File: src/rtl/ttl_74299_if.sv
// Bus bundle for the ttl_74299 universal shift/storage register.
// Parity tap P is present only when TTL_74299_PARITY_EN is defined.
interface ttl_74299_if #(
  parameter int WIDTH = 8
);
  // Static register bus, no handshake: the master holds S/DSR/DSL/D stable
  // around each rising Clk edge; IO is meaningful only while IO_oe is high.
  logic [1:0]       S;
  logic             DSR;
  logic             DSL;
  logic             OE1_bar;
  logic             OE2_bar;
  logic [WIDTH-1:0] D;
  logic [WIDTH-1:0] IO;
  logic             IO_oe;
  logic             Q0;
  logic             Q7;
`ifdef TTL_74299_PARITY_EN
  logic             P;
`endif

  modport master (
    output S, DSR, DSL, OE1_bar, OE2_bar, D,
`ifdef TTL_74299_PARITY_EN
    input  P,
`endif
    input  IO, IO_oe, Q0, Q7
  );

  modport slave (
    input  S, DSR, DSL, OE1_bar, OE2_bar, D,
`ifdef TTL_74299_PARITY_EN
    output P,
`endif
    output IO, IO_oe, Q0, Q7
  );
endinterface

File: src/rtl/ttl_74299.sv
// 74299-style universal shift/storage register with split 3-state bus.
// Optional even-parity output P enabled by defining TTL_74299_PARITY_EN.
module ttl_74299 #(
  parameter int WIDTH      = 8,
  parameter int DELAY_RISE = 0,
  parameter int DELAY_FALL = 0
) (
  input logic        Clk,
  input logic        Clear_bar,
  ttl_74299_if.slave bus
);

  localparam logic [1:0] MODE_HOLD  = 2'b00;
  localparam logic [1:0] MODE_RIGHT = 2'b01;
  localparam logic [1:0] MODE_LEFT  = 2'b10;
  localparam logic [1:0] MODE_LOAD  = 2'b11;

  // Outputs are zero-delay here; the delay parameters exist so netlists that
  // set them still elaborate, and only sanity-checked.
  if (WIDTH < 2 || DELAY_RISE < 0 || DELAY_FALL < 0) begin : g_param_check
    $error("ttl_74299: WIDTH must be >= 2 and delays non-negative");
  end

  logic [WIDTH-1:0] r;

  always_ff @(posedge Clk or negedge Clear_bar) begin
    if (!Clear_bar) begin
      r <= '0;
    end else begin
      case (bus.S)
        MODE_HOLD:  r <= r;
        MODE_RIGHT: r <= {r[WIDTH-2:0], bus.DSR};
        MODE_LEFT:  r <= {bus.DSL, r[WIDTH-1:1]};
        MODE_LOAD:  r <= bus.D;
        // Unknown mode poisons the register so misuse shows up in simulation.
        default:    r <= 'x;
      endcase
    end
  end

  // Bus is released during load so D can be sampled without contention.
  assign bus.IO_oe = !bus.OE1_bar && !bus.OE2_bar && (bus.S != MODE_LOAD);
  assign bus.IO    = r;
  assign bus.Q0    = r[0];
  assign bus.Q7    = r[WIDTH-1];

`ifdef TTL_74299_PARITY_EN
  assign bus.P     = ^r;
`endif

endmodule

File: src/flat_wrapper.sv
// flat-port wrapper written by rule: the top's interface ports become plain ports
module ttl_74299_flat 
#(
  parameter int WIDTH      = 8,
  parameter int DELAY_RISE = 0,
  parameter int DELAY_FALL = 0
)
  (Clk, Clear_bar, bus_S, bus_DSR, bus_DSL, bus_OE1_bar, bus_OE2_bar, bus_D, bus_IO, bus_IO_oe, bus_Q0, bus_Q7);
  ttl_74299_if #(.WIDTH(WIDTH)) bus_i ();
  input logic Clk;
  input logic Clear_bar;
  input wire logic [$bits(bus_i.S)-1:0] bus_S;
  input wire logic [$bits(bus_i.DSR)-1:0] bus_DSR;
  input wire logic [$bits(bus_i.DSL)-1:0] bus_DSL;
  input wire logic [$bits(bus_i.OE1_bar)-1:0] bus_OE1_bar;
  input wire logic [$bits(bus_i.OE2_bar)-1:0] bus_OE2_bar;
  input wire logic [$bits(bus_i.D)-1:0] bus_D;
  output wire logic [$bits(bus_i.IO)-1:0] bus_IO;
  output wire logic [$bits(bus_i.IO_oe)-1:0] bus_IO_oe;
  output wire logic [$bits(bus_i.Q0)-1:0] bus_Q0;
  output wire logic [$bits(bus_i.Q7)-1:0] bus_Q7;
  assign bus_i.S = bus_S;
  assign bus_i.DSR = bus_DSR;
  assign bus_i.DSL = bus_DSL;
  assign bus_i.OE1_bar = bus_OE1_bar;
  assign bus_i.OE2_bar = bus_OE2_bar;
  assign bus_i.D = bus_D;
  assign bus_IO = bus_i.IO;
  assign bus_IO_oe = bus_i.IO_oe;
  assign bus_Q0 = bus_i.Q0;
  assign bus_Q7 = bus_i.Q7;
  ttl_74299 #(.WIDTH(WIDTH), .DELAY_RISE(DELAY_RISE), .DELAY_FALL(DELAY_FALL)) u_core (.Clk(Clk), .Clear_bar(Clear_bar), .bus(bus_i));
endmodule
File: config.mk
export PLATFORM = sky130hd
export DESIGN_NAME = ttl_74299_flat
export DESIGN_NICKNAME = d
export VERILOG_FILES = /design/src/rtl/ttl_74299_if.sv /design/src/rtl/ttl_74299.sv /design/src/flat_wrapper.sv
export SDC_FILE = /design/constraint.sdc
export NUM_CORES = 1
export LEC_CHECK = 0
export BUFFER_PORTS_ARGS = -buffer_cell sky130_fd_sc_hd__buf_4
export CORE_AREA = 5 5 42 44
export DETAILED_ROUTE_END_ITERATION = 16
export DIE_AREA = 0 0 47 49
export GPL_TIMING_DRIVEN = 0
export SYNTH_ARGS = -nofsm -noshare
export SYNTH_HDL_FRONTEND = slang
export SYNTH_SLANG_ARGS = --single-unit
File: constraint.sdc
create_clock -name Clk -period 3 [get_ports Clk]
set_clock_uncertainty 0.1 [all_clocks]
set_input_delay 0.3 -clock Clk [delete_from_list [all_inputs] [get_ports Clk]]
set_output_delay 0.3 -clock Clk [all_outputs]
set_load 0.02 [all_outputs]
==> impl_metrics.toml, run 1 <==
[routing]
vias_per_cell = 5.00
dr.first_iter.drc_count = 2
firstDrtPassIters = 2
wl_per_cell_um = 16.0
via_count = 325
antenna_left = 0
drc = 0
wl_um = 1040

[placed_design]
place_area_um2 = 626
dp_hpwl_um = 861
dp_slack_ps = 1760
place_congestion = 0.660
portBuffers = 24
dpl.cell_count = 61

[pwr]
p_leak_nw = 0.301
intPower_uw = 268
power_switching_uw = 125
power_frac_clock_pct = 20.4
power_frac_seq_pct = 40.0
sw_frac_of_total_pct = 31.7
peakVddDrop_v = 0.000272
combPwrFrac_pct = 39.6
p_total_uw = 393
power_density_nw_per_um2 = 597

[finish]
final_util_pct = 47.0
layout-drive-gt1-share_pct = 79.6
final_cells = 65
antenna_cells = 0
largest_register_ffs = 8
areaGrowthSynthToFinish_pct = 54.7
fin_nets = 67
design_area_um2 = 658

[floorplan]
pin_count = 27
start_util_pct = 30.4
die_height_um = 49
die_w_um = 47
core_area_um2 = 1400
rows = 14
dieArea_um2 = 2300

[cts]
cts_tree = "yes"
cts_root_buffer = "clkbuf_4"
cts_buffers = 3
cts_buffer_depth = 2
htree_levels = 1
ctsHoldBuffers = 1
cts.repair.resized = 0
cts.sinks = 8
post_cts_buffers = 0
clock_latency_ps = 250
clk_pin_slew_ps = 50

[worst_setup_path]
arrival_ps = 950
cpMostUsedCell = "buf_4"
cpMaxStageDelayCell = "dfrtp_1"
crit_family = "flip-flops"
required_ps = 2600
end_kind = "output port"
start_kind = "flip-flop"
cpPeakStageDelay_ps = 410
cp_cell_sequence = "buf_4 -> buf_4"
cp_max_fo = 4
worstSetupPathType = "flip-flop to output port"
crit_buf_inv = 2

[timing]
slew_violations = 0
post-route-min-period_ps = 1350
grt_setup_unrepaired = "false"
finalHoldViolCount = 0
worstMarginPinSlew_ps = 189
fmax_mhz = 743
hold_ws_ps = 270
fin_tns_setup_ps = 0
fin_ws_ps = 1650
timing.final.crit_share_pct = 44.9
relSlewSlack_pct = 87.3
setup_viol = 0

[synth]
synthTopCellsByArea = "dfrtp_1, mux4_2, buf_6"
synth-compound-area-share_pct = 1.76
syn_avg_cell_area_um2 = 20.3
async_flop_share_pct = 100
synth_nets = 37
yosys_register_bits = 8
synthFlopType = "dfrtp_1"
synth_top_area_share_pct = 47.1
synth_top_family_by_area = "multiplexers"
seq_area_frac_synth_pct = 47.1
synth_edf_count = 0
synthXorXnorAreaFrac_pct = 0
yosysTopAreaCell = "dfrtp_1"
synthTopCellsByCount = "dfrtp_1, mux4_2, buf_4, buf_6, a211oi_1"
synthAdderAreaFrac_pct = 0
yosys_warnings = 0
syn_area_um2 = 425
ys_types = 5
synthMuxAreaShare_pct = 42.4
synthCells = 21
yosys.area_share.simple_pct = 0

[grt]
antenna_found_initial = 0
grt_overflow = 0
grt_pass1_vias = 378
grtUsageTotal_pct = 10.3
grt_start_max_net_pins = 10
grt_pass1_wl_um = 1680

[flow_run]
drv_cap = 0

[hold_path]
hold_class = "input pin to flip-flop"

[run_status]
status = "completed"
area by class of cell:
type,count,area [um^2]
sequential,8,200
buffer,4,37.5
fill,137,743
clock buffer,3,22.5
tap,16,20.0
timing repair buffer,25,190
multi-input combinational,9,188
power groups by stage:
stage          sequential (mW)  clock [mW]  combinational (mW)
3_5_place_dp             0.159           0               0.157
5_1_grt                  0.162      0.0960               0.163
2_1_floorplan            0.180           0              0.0612
6_report                 0.157      0.0801               0.156
3_3_place_gp             0.156           0               0.155
4_1_cts                  0.157      0.0840               0.159
path summary, 6_finish.rpt:
kind                                   from                to  slack [ps]  cells past startpoint
max                        u_core.bus.IO[0]         bus_IO[0]        1650                      2
min                                bus_D[4]  u_core.bus.IO[4]         270                      2
max reg2reg                u_core.bus.IO[3]  u_core.bus.IO[3]        1890                      1
min reg2reg                u_core.bus.IO[4]  u_core.bus.IO[4]         540                      1
max in group asynchronous         Clear_bar  u_core.bus.IO[1]        2370                      2
min in group asynchronous         Clear_bar  u_core.bus.IO[4]         310                      2
cell usage in the layout (no fill, tap or decap):
cell type / count
buf_4: 26
mux4_2: 8
dlygate4sd3_1: 1
buf_6: 2
dfrtp_1: 8
clkbuf_4: 3
a211oi_1: 1
cell families after synthesis:
| family | Yosys count |
|---|---|
| flip-flops | 8 |
| multiplexers | 8 |
| AO/OA/AOI/OAI | 1 |
| buffers and inverters | 4 |
routing by layer:
| layer | wire length, um | global-route usage [%] |
|---|---|---|
| met4 | 0 | 2.76 |
| met3 | 106 | 6.27 |
| met5 | 0 | 0 |
| met2 | 539 | 15.6 |
| met1 | 393 | 11.9 |
Power figures use the tool's default switching activity.
==> run 2, diff against run 1 <==
--- a/config.mk
+++ b/config.mk
@@ -10,6 +10,7 @@
 export DETAILED_ROUTE_END_ITERATION = 16
 export DIE_AREA = 0 0 47 49
 export GPL_TIMING_DRIVEN = 0
+export PLACE_DENSITY = 0.65
 export SYNTH_ARGS = -nofsm -noshare
 export SYNTH_HDL_FRONTEND = slang
 export SYNTH_SLANG_ARGS = --single-unit
==> constraint.sdc (replaced) <==
create_clock -name Clk -period 1.21 [get_ports Clk]
set_clock_uncertainty 0.1 [all_clocks]
set_input_delay 0.121 -clock Clk [delete_from_list [all_inputs] [get_ports Clk]]
set_output_delay 0.121 -clock Clk [all_outputs]
set_load 0.02 [all_outputs]
==> run 2 against run 1 <==
Net effect: power grew 150%; combinational power grew 140%; sequential share of layout area is the same; register-to-register slack lost 1800 ps; via count grew 0.31%; cell area is the same; non-clock buffer count is the same; count of clock-buffer cells in the layout is the same; wire length shrank 9.8%; final cell count is the same; worst setup slack lost 1600 ps.
==> impl_metrics.toml, run 2 (synthesized netlist as in run 1, its figures left out) <==
[run_status]
status = "completed"

[routing]
vias_per_cell = 5.02
dr.first_iter.drc_count = 4
antenna_left = 0
via_count = 326
drc = 0
wl_per_cell_um = 14.4
firstDrtPassIters = 2
wl_um = 936

[pwr]
peakVddDrop_v = 0.000512
combPwrFrac_pct = 39.6
intPower_uw = 665
sw_frac_of_total_pct = 31.0
power_frac_clock_pct = 20.4
p_leak_nw = 0.301
power_density_nw_per_um2 = 1460
power_frac_seq_pct = 40.0
power_switching_uw = 299

[timing]
setup_viol = 0
grt_setup_unrepaired = "false"
timing.final.crit_share_pct = 95.2
finalHoldViolCount = 0
worstMarginPinSlew_ps = 197
fin_tns_setup_ps = 0
fmax_mhz = 868
slew_violations = 0
relSlewSlack_pct = 86.8
fin_ws_ps = 57.6
post-route-min-period_ps = 1150

[flow_run]
drv_cap = 0

[finish]
final_cell_mix = "buf_4, mux4_2, dfrtp_1"
final_common_cell = "buf_4"
fin_nets = 67
final_cells = 65
layout-drive-gt1-share_pct = 79.6
largest_register_ffs = 8
areaGrowthSynthToFinish_pct = 54.7
antenna_cells = 0

[floorplan]
start_util_pct = 30.4
pin_count = 27
rows = 14
die_w_um = 47
dieArea_um2 = 2300
die_height_um = 49
core_area_um2 = 1400

[cts]
cts.repair.resized = 0
htree_levels = 1
cts_buffer_depth = 2
clk_pin_slew_ps = 50
cts_tree = "yes"
clock_latency_ps = 240
cts.sinks = 8
cts_buffers = 3
cts_root_buffer = "clkbuf_4"
post_cts_buffers = 0
ctsHoldBuffers = 1

[worst_setup_path]
end_kind = "output port"
start_kind = "flip-flop"
required_ps = 990
worstSetupPathType = "flip-flop to output port"
cp_max_fo = 4
r2r-start = "u_core.bus.IO[6]"
cp-startpoint = "u_core.bus.IO[0]"
arrival_ps = 930

[grt]
grt_pass1_vias = 377
grt_start_max_net_pins = 10
antenna_found_initial = 0
grt_overflow = 0
grtUsageTotal_pct = 9.48
grt_pass1_wl_um = 1570

[placed_design]
dp_slack_ps = 112
portBuffers = 24
dpl.cell_count = 61
place_congestion = 0.639

[hold_path]
hold_class = "input pin to flip-flop"
min_from = "bus_D[5]"
==> run 2: cell counts in the layout (fill, tap and decap cells not counted) <==
No cell type changed its count.
==> run 2: final cells by class <==
class,instances,area [um^2]
well taps,16,20.0
clock buffers,3,22.5
plain buffers,4,37.5
multi-input cells,9,188
repair buffers,25,190
fillers,132,743
flip-flops and latches,8,200
==> run 2: stage by stage <==
step / utilization (%) / instance area, um^2 / total power [mW] / hold WS [ps]
after floorplan: - / 425 / 0.599 / -275
after global placement: 44.6 / 626 / 0.771 / -156
after detailed placement: 44.6 / 626 / 0.778 / -156
after CTS: 47.0 / 658 / 0.983 / 84.3
after global routing: 47.0 / 658 / 1.03 / 75.1
final: 47.0 / 658 / 0.964 / 92.3
==> run 2: metal layers <==
metal,GRT usage [%],wire (um),up-vias
met5,0,0,-
met1,12.4,370,166
met4,2.76,0,0
met2,14.3,499,15
met3,3.69,66,0
li1,-,-,145
==> run 2: worst paths after layout <==
path,to,slack (ps),cells after the start
worst max-delay path,bus_IO[0],60,2
worst min-delay path,u_core.bus.IO[5],90,2
worst max register to register,u_core.bus.IO[7],110,1
worst min register to register,u_core.bus.IO[7],550,1
max in group asynchronous,u_core.bus.IO[0],760,2
min in group asynchronous,u_core.bus.IO[4],130,2
==> run 2: power by group through the flow <==
stage / clock network [mW] / logic, mW / registers, mW
2_1_floorplan: 0 / 0.152 / 0.447
3_3_place_gp: 0 / 0.381 / 0.390
3_5_place_dp: 0 / 0.386 / 0.392
4_1_cts: 0.206 / 0.388 / 0.388
5_1_grt: 0.229 / 0.403 / 0.398
6_report: 0.197 / 0.381 / 0.386
==> run 2: worst max-delay path: stages, from the launching register on <==
cell	delay [ps]
dfrtp_1	400
buf_4	140
buf_4	150
